$ cat src/rtl/clk_div_prog_if.sv
// Half-period write port for clk_div_prog: strobe, target channel and new value.
interface clk_div_prog_if #(
  parameter int unsigned CH_W  = 3,
  parameter int unsigned CNT_W = 26
);
  logic             wr_en;
  logic [CH_W-1:0]  wr_ch;
  logic [CNT_W-1:0] wr_half;

  modport master (output wr_en, wr_ch, wr_half);
  modport slave  (input  wr_en, wr_ch, wr_half);
endinterface

$ cat src/rtl/clk_div_prog.sv
// Multi-channel programmable clock divider: per-channel 50% square wave plus rising-edge tick,
// half-period reprogrammed through a shadow register that is only applied at a terminal count or sync.
module clk_div_prog #(
  parameter int unsigned NUM_CH   = 2,
  parameter int unsigned CNT_W    = 26,
  parameter int unsigned DEF_HALF = 4,
  parameter int unsigned CH_W     = 3
) (
  input  logic              mclk,
  input  logic              rst,
  input  logic              en,
  input  logic              sync,
  clk_div_prog_if.slave     wr,
  output logic              mclk_out,
  output logic [NUM_CH-1:0] clk_out,
  output logic [NUM_CH-1:0] tick,
  output logic [NUM_CH-1:0] pend
);

  logic [CNT_W-1:0]  cnt    [NUM_CH];
  logic [CNT_W-1:0]  active [NUM_CH];
  logic [CNT_W-1:0]  shadow [NUM_CH];
  logic [NUM_CH-1:0] wr_hit;

  assign mclk_out = mclk;

  // Out-of-range channel numbers never match, so such writes are dropped.
  always_comb begin
    wr_hit = '0;
    for (int unsigned i = 0; i < NUM_CH; i++) begin
      wr_hit[i] = wr.wr_en && (wr.wr_ch == CH_W'(i));
    end
  end

  always_ff @(posedge mclk or negedge rst) begin
    if (!rst) begin
      for (int unsigned i = 0; i < NUM_CH; i++) begin
        cnt[i]    <= '0;
        active[i] <= CNT_W'(DEF_HALF);
        shadow[i] <= CNT_W'(DEF_HALF);
      end
      clk_out <= '0;
      tick    <= '0;
      pend    <= '0;
    end else begin
      for (int unsigned i = 0; i < NUM_CH; i++) begin
        if (sync) begin
          cnt[i]     <= '0;
          clk_out[i] <= 1'b0;
          tick[i]    <= 1'b0;
          active[i]  <= shadow[i];
          pend[i]    <= 1'b0;
        end else if (!en) begin
          tick[i] <= 1'b0;
        end else if (cnt[i] == active[i]) begin
          cnt[i]     <= '0;
          clk_out[i] <= ~clk_out[i];
          tick[i]    <= ~clk_out[i];
          if (pend[i]) begin
            active[i] <= shadow[i];
            pend[i]   <= 1'b0;
          end
        end else begin
          cnt[i]  <= cnt[i] + CNT_W'(1);
          tick[i] <= 1'b0;
        end
        // Placed last so a coincident write keeps pend set; sync/terminal above used the old shadow.
        if (wr_hit[i]) begin
          shadow[i] <= wr.wr_half;
          pend[i]   <= 1'b1;
        end
      end
    end
  end

endmodule

$ cat src/flat_wrapper.sv
// flat-port wrapper written by rule: the top's interface ports become plain ports
module clk_div_prog_flat 
#(
  parameter int unsigned NUM_CH   = 2,
  parameter int unsigned CNT_W    = 26,
  parameter int unsigned DEF_HALF = 4,
  parameter int unsigned CH_W     = 3
)
  (mclk, rst, en, sync, mclk_out, clk_out, tick, pend, wr_wr_en, wr_wr_ch, wr_wr_half);
  clk_div_prog_if #(.CH_W(CH_W), .CNT_W(CNT_W)) wr_i ();
  input  logic mclk;
  input  logic rst;
  input  logic en;
  input  logic sync;
  output logic mclk_out;
  output logic [NUM_CH-1:0] clk_out;
  output logic [NUM_CH-1:0] tick;
  output logic [NUM_CH-1:0] pend;
  input wire logic [$bits(wr_i.wr_en)-1:0] wr_wr_en;
  input wire logic [$bits(wr_i.wr_ch)-1:0] wr_wr_ch;
  input wire logic [$bits(wr_i.wr_half)-1:0] wr_wr_half;
  assign wr_i.wr_en = wr_wr_en;
  assign wr_i.wr_ch = wr_wr_ch;
  assign wr_i.wr_half = wr_wr_half;
  clk_div_prog #(.NUM_CH(NUM_CH), .CNT_W(CNT_W), .DEF_HALF(DEF_HALF), .CH_W(CH_W)) u_core (.mclk(mclk), .rst(rst), .en(en), .sync(sync), .wr(wr_i), .mclk_out(mclk_out), .clk_out(clk_out), .tick(tick), .pend(pend));
endmodule
$ cat config.mk
export PLATFORM = sky130hd
export DESIGN_NAME = clk_div_prog_flat
export DESIGN_NICKNAME = d
export VERILOG_FILES = /design/src/rtl/clk_div_prog_if.sv /design/src/rtl/clk_div_prog.sv /design/src/flat_wrapper.sv
export SDC_FILE = /design/constraint.sdc
export NUM_CORES = 1
export LEC_CHECK = 0
export CELL_PAD_IN_SITES_DETAIL_PLACEMENT = 2
export CELL_PAD_IN_SITES_GLOBAL_PLACEMENT = 2
export CORE_ASPECT_RATIO = 0.8
export CORE_MARGIN = 5
export CORE_UTILIZATION = 35
export DETAILED_ROUTE_END_ITERATION = 12
export PLACE_DENSITY_LB_ADDON = 0.1
export SYNTH_ARGS = -nofsm -noshare
export SYNTH_HDL_FRONTEND = slang
export SYNTH_SLANG_ARGS = --single-unit
$ cat constraint.sdc
create_clock -name mclk -period 5.7 [get_ports mclk]
set_clock_uncertainty 0.05 [all_clocks]
set_input_delay 1.71 -clock mclk [delete_from_list [all_inputs] [get_ports mclk]]
set_output_delay 1.71 -clock mclk [all_outputs]
set_load 0.01 [all_outputs]
==> key figures, run 1 <==
Run status
  • Status: finished clean

Finish
  • Area growth from synthesis to layout: 18.1%
  • Antenna fix cells: 0
  • Final nets: 683
  • Number of fill cells: 2,111
  • Share of cells above drive strength 1: 24.0%
  • Final core occ: 42.2%

Synth
  • Syn nets: 641
  • Syn Std Cell Area: 0.00745 mm2
  • FF+latch count, synth: 162
  • Netlist cell types: 42
  • Post-synthesis sequential area ratio: 54.5%
  • Cells after synthesis: 605
  • Yosys warning count: 0
  • Syn avg cell area: 12.3 um2

Floorplanning
  • Core area: 0.0208 mm2
  • I/O pin count: 41
  • Die area: 0.0243 mm2
  • Die height: 140 um
  • Row count: 47
  • Starting density of the core: 35.8%
  • Die W: 173 um

Critical path
  • Setup CP Type: clock port to primary output
  • Critical Path Start Type: clock port
  • Worst EP required: 3.94 ns
  • Critical Path Most Common Cell: clkbuf_16
  • CP peak stage delay: 0.46 ns
  • Cells along the critical path: clkbuf_16 -> clkbuf_16 -> clkdlybuf4s50_1
  • Crit path buf inv count: 3
  • Critical Path Fanout Max: 2
  • Worst Setup End Kind: primary output
  • Largest delay contributor family on the critical path: buffers and inverters
  • Slowest stage cell, crit path: clkdlybuf4s50_1
  • Worst EP arrival: 3.56 ns

Detailed routing
  • DRT antenna net count: 0
  • Initial DRC Count: 147
  • Drt drc: 0
  • First-pass DRT Iterations: 4
  • Wire per inst: 20.7 um
  • Vias: 4,730
  • WL final: 19,200 um
  • Vias per cell: 5.10

Power
  • Internal: 2.40 mW
  • Switch Pwr: 0.808 mW
  • Lkg Pwr: 3.83 nW
  • Max VDD drop: 0.202 mV
  • Pwr Density: 365 mW/mm2
  • Clock group share of total power: 41.4%
  • Comb power frac: 12.8%
  • Switching fraction of total power: 25.2%
  • Sequential Power Share: 45.9%

Global routing
  • First-pass GRT wire length: 31,200 um
  • Largest net degree at the start of global routing: 104
  • Initial antenna violation count: 0
  • Total gr overflow: 0
  • Vias in the first global route: 5,359
  • GRT Overall Usage: 16.5%

STA
  • Max Slew Vio Count: 0
  • Fin worst setup slack: 0.380 ns
  • Worst Tran Pin Value: 1.01 ns
  • RSZ-0062 raised after global routing: no
  • Setup TNS: 0 ns
  • Slew headroom: 32.9%
  • Final Hold Fails: 0
  • Setup violations, final: 0

Flow run
  • Max-cap violations: 0

Clock tree
  • PostCTS Resize Cnt: 0
  • Worst skew pair latency: 0.54 ns
  • Clk slew on worst S/H paths: 0.06 ns
  • Post CTS Setup Buffer Count: 0
  • CTS tree: done
  • Post-CTS Hold Fix Bufs: 0

Worst hold path
  • HP Class: flop to flop

Placed design
  • IO Port Bufs: 40
  • Gpl congestion: 0.769
  • Post-place setup slack: 0.641 ns
  • Hpwl dp: 13,300 um
flip-flops by register name, summed over array words and instances (netlist names):
signal / flops
u_core.shadow: 52
u_core.active: 52
u_core.cnt: 52
u_core.clk_out: 2
u_core.pend: 2
u_core.tick: 2
synthesized netlist by cell type (all sizes together):
cell type,count,area (um2)
nor4,17,113
o211ai,4,30.0
nor3,12,60.1
nor4b,3,26.3
o2111ai,1,8.76
mux2,104,1250
nand4,12,81.3
o211a,1,10.0
nor2b,3,18.8
nor2,61,229
o21a,1,7.51
buf,14,118
clkbuf,14,52.6
a21boi,1,7.51
and2,3,18.8
o2111a,1,11.3
or4,2,15.0
o41a,2,22.5
ha,2,25.0
o31ai,4,30.0
nand2,24,90.1
and4,3,26.3
a21oi,12,60.1
dfrtp,158,3950
o22ai,6,37.5
o21bai,1,7.51
o21ai,3,15.0
o311ai,1,8.76
dfstp,4,105
xnor2,21,184
and3,6,37.5
nand3,20,105
inv,10,37.5
xor2,74,648
metrics by stage:
| step | hold slack [ns] | cell area, um2 | cells | power (mW) |
|---|---|---|---|---|
| after CTS | 0.460 | 8790 | 928 | 3.26 |
| final | 0.455 | 8790 | 928 | 3.21 |
| after global placement | 0.432 | 8100 | 894 | 1.90 |
| after floorplan | 0.427 | 7450 | 605 | 1.75 |
| after detailed placement | 0.447 | 8100 | 894 | 1.93 |
| after global routing | 0.469 | 8790 | 928 | 3.37 |
cells in the final DEF (no fill, tap or decap), types with 2 or more instances in the layout:
cell type / netlist / final
o31ai_2: 0 / 2
nand3_1: 19 / 19
clkbuf_8: 0 / 3
bufinv_16: 0 / 3
clkdlybuf4s50_1: 0 / 39
dfrtp_1: 158 / 158
o31ai_1: 4 / 2
nor4_1: 16 / 16
nor3_1: 12 / 12
inv_1: 10 / 10
nand2_1: 24 / 24
or4_1: 2 / 2
o21ai_0: 3 / 3
a21oi_1: 12 / 12
clkbuf_16: 0 / 20
buf_4: 1 / 7
xor2_1: 74 / 74
mux2_4: 20 / 20
o22ai_1: 6 / 6
nor2_1: 61 / 60
nor4b_1: 3 / 3
ha_1: 2 / 2
xnor2_1: 21 / 21
clkinvlp_4: 0 / 4
o211ai_1: 4 / 4
and3_1: 6 / 6
and2_1: 3 / 3
dfstp_2: 4 / 4
and4_1: 3 / 3
nor2b_1: 3 / 3
nand4_1: 11 / 11
inv_6: 0 / 2
mux2_2: 84 / 84
cell type report:
class / count / area (um2) / area share [%]
tap: 269 / 337 / 3.83
clock inverter: 11 / 151 / 1.72
clock buffer: 24 / 552 / 6.27
sequential: 162 / 4060 / 46.2
multi-input combinational: 405 / 3190 / 36.3
inverter: 10 / 37.5 / 0.427
timing repair buffer: 47 / 464 / 5.28
final timing paths:
kind	from	end	slack [ns]	cells past startpoint
worst max-delay path	mclk	mclk_out	0.38	3
worst min-delay path	u_core.shadow[35]	u_core.active[35]	0.45	1
worst max register to register	u_core.cnt[29]	u_core.active[42]	2.51	6
worst min register to register	u_core.shadow[35]	u_core.active[35]	0.45	1
max in group asynchronous	rst	u_core.active[8]	3.41	2
min in group asynchronous	rst	u_core.cnt[31]	1.27	1
power groups by stage:
stage | Clock, mW | Combinational (mW) | Sequential, mW
floorplan | 0.0145 | 0.291 | 1.44
detailed placement | 0.0178 | 0.411 | 1.50
global placement | 0.0178 | 0.396 | 1.49
global route | 1.43 | 0.448 | 1.49
CTS | 1.36 | 0.418 | 1.48
finish | 1.33 | 0.409 | 1.47
kinds of logic after synthesis:
kind of cell             after synthesis  synth area share [%]
multiplexers                         104                  16.7
XOR/XNOR                              95                  11.2
AO/OA/AOI/OAI                         38                  3.44
flip-flops                           162                  54.5
buffers and inverters                 38                  2.79
AND/OR/NAND/NOR                      166                  11.0
adder cells (fa/ha/maj)                2                 0.336
worst reg2reg max path, stage by stage (launching register included):
cell and delay, ns:
dfrtp_1 0.44, xor2_1 0.24, nor4_1 0.49, nand4_1 0.58, o41a_1 0.64, buf_4 0.28, mux2_2 0.33
per-layer routing:
metal | wire length, um | part of all wire, % | GRT usage [%] | up-vias
li1 | - | - | - | 2183
met4 | 281 | 1.5 | 4.91 | 0
met3 | 613 | 3.2 | 4.31 | 18
met1 | 9550 | 50 | 23.1 | 2457
met5 | 0 | 0 | 0 | -
met2 | 8730 | 46 | 25.1 | 72
Power figures use the tool's default switching activity.
==> run 2: changes to the inputs <==
==> constraint.sdc (replaced) <==
create_clock -name mclk -period 5.7 [get_ports mclk]
set_clock_uncertainty 0.05 [all_clocks]
set_input_delay 1.14 -clock mclk [delete_from_list [all_inputs] [get_ports mclk]]
set_output_delay 1.14 -clock mclk [all_outputs]
set_load 0.01 [all_outputs]
==> run 2 against run 1 <==
Compared with the run above:
- final cell count unchanged
- register-to-register slack better by 0.12 ns
- critical endpoint unchanged
- sequential share of layout area down 0.21 points
- utilization up 0.19 points
- combinational power up 1%
- power up 3.1%
==> key figures, run 2 (synthesis results as in run 1) <==
Run status
  • Status: finished clean

Clock tree
  • Post CTS Setup Buffer Count: 0 (unchanged)
  • Post-CTS Hold Fix Bufs: 0 (unchanged)
  • Clk slew on worst S/H paths: 0.07 ns (about the same)
  • PostCTS Resize Cnt: 0 (unchanged)
  • CTS tree: done
  • Worst skew pair latency: 0.55 ns (about the same)

Power
  • Pwr Density: 375 mW/mm2 (+2.7%)
  • Lkg Pwr: 3.84 nW (+0.41%)
  • Max VDD drop: 0.176 mV (-13%)

STA
  • Slew headroom: 36.6% (+3.6 points)
  • RSZ-0062 raised after global routing: no
  • Setup TNS: 0 ns (unchanged)
  • Final hold slack: 0.453 ns (-0.00186 ns)
  • Final Hold Fails: 0 (unchanged)
  • Worst Tran Pin Value: 0.952 ns (-0.0542 ns)
  • Setup violations, final: 0 (unchanged)
  • Fin worst setup slack: 0.948 ns (+0.568 ns)
  • Max Slew Vio Count: 0 (unchanged)

Flow run
  • Max-cap violations: 0 (unchanged)

Worst hold path
  • Hold EP: u_core.tick[1]
  • Hold path start: u_core.clk_out[1]
  • HP Class: flop to flop
  • Hold path depth: 1 (unchanged)

Critical path
  • R2R Path End: u_core.active[15]
  • R2R cell count: 5 (-1)
  • Worst EP required: 4.51 ns (+0.57 ns)
  • Critical Path Fanout Max: 2 (unchanged)
  • Critical Path Start Type: clock port
  • Worst Setup End Kind: primary output
  • Reg2Reg Setup Slack: 2.63 ns (+0.12 ns)
  • Worst EP arrival: 3.56 ns (about the same)
  • RR Startpoint: u_core.cnt[8]
  • Setup CP Type: clock port to primary output

Finish
  • Final nets: 682 (-0.15%)
  • Antenna fix cells: 0 (unchanged)
  • Top flop regs: u_core.active (52), u_core.cnt (52), u_core.shadow (52)
  • Most common cell after layout, fill and taps aside: dfrtp_1
  • Most frequent cells in the layout: dfrtp_1 (158), mux2_2 (84), xor2_1 (74)
  • Share of cells above drive strength 1: 24.0% (unchanged)
  • Area growth from synthesis to layout: 18.6%
  • Number of fill cells: 2,117 (+0.28%)

Placed design
  • Gpl congestion: 0.762 (-0.86%)
  • IO Port Bufs: 40 (unchanged)
  • Hpwl dp: 13,500 um (+1.9%)
  • Post-place setup slack: 1.21 ns (+0.570 ns)

Floorplanning
  • Die area: 0.0243 mm2 (unchanged)
  • Core area: 0.0208 mm2 (unchanged)
  • Row count: 47 (unchanged)
  • Die height: 140 um (unchanged)
  • Starting density of the core: 35.8% (unchanged)
  • Die W: 173 um (unchanged)
  • I/O pin count: 41 (unchanged)

Detailed routing
  • Wire per inst: 21.2 um (+2.6%)
  • Initial DRC Count: 233 (+59%)
  • First-pass DRT Iterations: 4 (unchanged)
  • Vias per cell: 5.12 (+0.51%)
  • WL final: 19,700 um (+2.6%)
  • Vias: 4,754 (+0.51%)
  • DRT antenna net count: 0 (unchanged)
  • Drt drc: 0 (unchanged)

Global routing
  • Total gr overflow: 0 (unchanged)
  • First-pass GRT wire length: 31,900 um (+2.4%)
  • Initial antenna violation count: 0 (unchanged)
  • Vias in the first global route: 5,364 (+0.093%)
  • GRT Overall Usage: 17.0% (+0.59 points)
  • Largest net degree at the start of global routing: 98 (-5.8%)
run 2: report_power, final:
| group | leakage [nW] | internal (mW) | switching [mW] |
|---|---|---|---|
| combinational | 1.44 | 0.236 | 0.178 |
| sequential | 2.05 | 1.34 | 0.133 |
| clock | 0.353 | 0.898 | 0.525 |
| total | 3.84 | 2.47 | 0.837 |
run 2: metrics by stage:
step	cells	total power, mW	cell area [um2]	utilization [%]
final	928	3.31	8830	42.4
after floorplan	605	1.75	7450	-
after global placement	893	1.90	8090	38.9
after CTS	928	3.36	8830	42.4
after detailed placement	893	1.93	8090	38.9
after global routing	928	3.47	8830	42.4
run 2: layout make-up:
class	count	area (um2)	area share [%]
well taps	269	337	3.81
clock inverters	14	226	2.56
repair buffers	46	457	5.17
multi-input cells	405	3190	36.2
inverters	10	37.5	0.425
flip-flops and latches	162	4060	45.9
clock buffers	22	524	5.93
run 2: metal layers:
metal	track usage [%]	vias up	share of wire, %	routed length, um
met3	4.04	22	3.0	584
met5	0	-	0	0
met4	5.67	0	1.5	287
li1	-	2181	-	-
met1	23.8	2477	49	9710
met2	26.3	74	46	9080
run 2: how the worst max path moves through the flow:
stage | from | endpoint | slack, ns
finish | mclk | mclk_out | 0.95
global route | mclk | mclk_out | 0.93
CTS | mclk | mclk_out | 0.94
detailed placement | mclk | mclk_out | 1.21
global placement | mclk | mclk_out | 1.21
floorplan | mclk | mclk_out | 1.54
run 2: critical path: stages:
cell	delay, ns
clkbuf_16	0.12
clkbuf_16	0.13
clkdlybuf4s50_1	0.47
==> run 3: changes to the inputs <==
Clock period 5.7 ns to 3.9 ns, I/O delays scaled along.
==> run 3 against run 2 <==
Compared with the run above:
- die area stayed put
- critical endpoint unchanged
- highest routed layer unchanged
- final cell count is 0.75% higher
- critical path depth stayed put
- sequential power is 46% higher
- critical path type unchanged
==> key figures, run 3 (synthesis results as in run 1) <==
Run status
  • Status: finished clean

Global routing
  • First-pass GRT wire length: 31,600 um (-0.87%)
  • Largest net degree at the start of global routing: 97 (-1.0%)
  • GRT Overall Usage: 16.8% (-0.23 points)
  • Vias in the first global route: 5,483 (+2.2%)
  • Initial antenna violation count: 0 (unchanged)
  • Total gr overflow: 0 (unchanged)

STA
  • Setup TNS: 0 ns (unchanged)
  • Fin worst setup slack: 0.405 ns (-0.542 ns)
  • Final Hold Fails: 0 (unchanged)
  • RSZ-0062 raised after global routing: no
  • Setup violations, final: 0 (unchanged)
  • Max Slew Vio Count: 0 (unchanged)
  • Worst Tran Pin Value: 0.940 ns (-0.0114 ns)
  • Slew headroom: 37.3% (+0.76 points)

Critical path
  • R2R Path End: u_core.active[21]
  • R2R cell count: 5 (unchanged)
  • RR Startpoint: u_core.cnt[8]
  • Worst EP required: 3.07 ns (-1.44 ns)
  • Reg2Reg Setup Slack: 0.89 ns (-1.74 ns)
  • Critical Path Start Type: clock port
  • Worst EP arrival: 2.66 ns (-0.90 ns)
  • Worst Setup End Kind: primary output
  • Critical Path Fanout Max: 2 (unchanged)
  • Setup CP Type: clock port to primary output

Clock tree
  • PostCTS Resize Cnt: 0 (unchanged)
  • Clk slew on worst S/H paths: 0.06 ns (about the same)
  • Post-CTS Hold Fix Bufs: 0 (unchanged)
  • Worst skew pair latency: 0.54 ns (about the same)
  • Post CTS Setup Buffer Count: 0 (unchanged)
  • CTS tree: done

Finish
  • Top flop regs: u_core.active (52), u_core.cnt (52), u_core.shadow (52)
  • Most frequent cells in the layout: dfrtp_1 (158), mux2_2 (84), xor2_1 (74)
  • Most common cell after layout, fill and taps aside: dfrtp_1
  • Number of fill cells: 2,145 (+1.3%)
  • Share of cells above drive strength 1: 24.8% (+0.80 points)
  • Antenna fix cells: 0 (unchanged)
  • Final nets: 689 (+1.0%)
  • Area growth from synthesis to layout: 18.4%

Floorplanning
  • Die area: 0.0243 mm2 (unchanged)
  • Die W: 173 um (unchanged)
  • Core area: 0.0208 mm2 (unchanged)
  • I/O pin count: 41 (unchanged)
  • Starting density of the core: 35.8% (unchanged)
  • Row count: 47 (unchanged)
  • Die height: 140 um (unchanged)

Power
  • Max VDD drop: 0.383 mV (+120%)
  • Sequential Power Share: 46.2% (+1.7 points)
  • Comb power frac: 13.0% (+0.5 points)
  • Clock group share of total power: 40.7% (-2.3 points)
  • Lkg Pwr: 3.85 nW (about the same)
  • Internal: 3.42 mW (+38%)
  • Switch Pwr: 1.22 mW (+46%)
  • Switching fraction of total power: 26.3% (+0.98 points)
  • Pwr Density: 526 mW/mm2 (+40%)

Placed design
  • Post-place setup slack: 0.594 ns (-0.617 ns)
  • Hpwl dp: 13,500 um (about the same)
  • Gpl congestion: 0.777 (+1.9%)
  • IO Port Bufs: 40 (unchanged)

Detailed routing
  • First-pass DRT Iterations: 4 (unchanged)
  • DRT antenna net count: 0 (unchanged)
  • Vias per cell: 5.17 (+0.94%)
  • Wire per inst: 20.7 um (-2.1%)
  • Vias: 4,835 (+1.7%)
  • Initial DRC Count: 254 (+9.0%)
  • Drt drc: 0 (unchanged)
  • WL final: 19,400 um (-1.4%)

Worst hold path
  • HP Class: primary input to async pin

Flow run
  • Max-cap violations: 0 (unchanged)
[run 3: worst max-delay path: stages]
cell	delay, ns
clkbuf_16	0.12
clkbuf_16	0.13
clkdlybuf4s50_1	0.47
[run 3: area by class of cell]
class	count	area (um2)	share of cell area (%)
flip-flops and latches	162	4060	46.0
multi-input cells	405	3190	36.2
clock buffers	22	524	5.95
repair buffers	53	509	5.78
well taps	269	337	3.82
clock inverters	14	155	1.76
inverters	10	37.5	0.426
[run 3: power groups by stage]
stage	Clock, mW	Combinational, mW	Sequential, mW
after floorplan	0.0211	0.426	2.11
after global placement	0.0261	0.582	2.17
after detailed placement	0.0261	0.607	2.18
after CTS	1.95	0.615	2.15
after global routing	2.02	0.661	2.18
final	1.89	0.604	2.15
[run 3: stage by stage]
stage                     hold WS [ns]  util [%]  instances  power, mW  area, um2
after detailed placement         0.440      39.1        900       2.81       8150
after global placement           0.420      39.1        900       2.78       8150
after CTS                        0.321      42.3        935       4.72       8820
final                            0.270      42.3        935       4.64       8820
after floorplan                  0.427         -        605       2.55       7450
after global routing             0.366      42.3        935       4.86       8820
[run 3: routing by layer]
| metal | vias up | global-route usage [%] | share of wire [%] | routed length, um |
|---|---|---|---|---|
| met4 | 0 | 5.63 | 1.6 | 315 |
| met1 | 2544 | 23.0 | 49 | 9560 |
| met5 | - | 0 | 0 | 0 |
| li1 | 2194 | - | - | - |
| met2 | 72 | 26.6 | 46 | 8920 |
| met3 | 25 | 3.83 | 3.1 | 605 |
[run 3: worst max-delay path by stage]
stage	slack, ns	startpoint	cells after the start	to
after floorplan	1.00	mclk	1	mclk_out
after global placement	0.67	mclk	1	mclk_out
after detailed placement	0.59	sync	7	u_core.cnt[51]
after CTS	0.39	mclk	3	mclk_out
after global routing	0.39	mclk	3	mclk_out
final	0.41	mclk	3	mclk_out
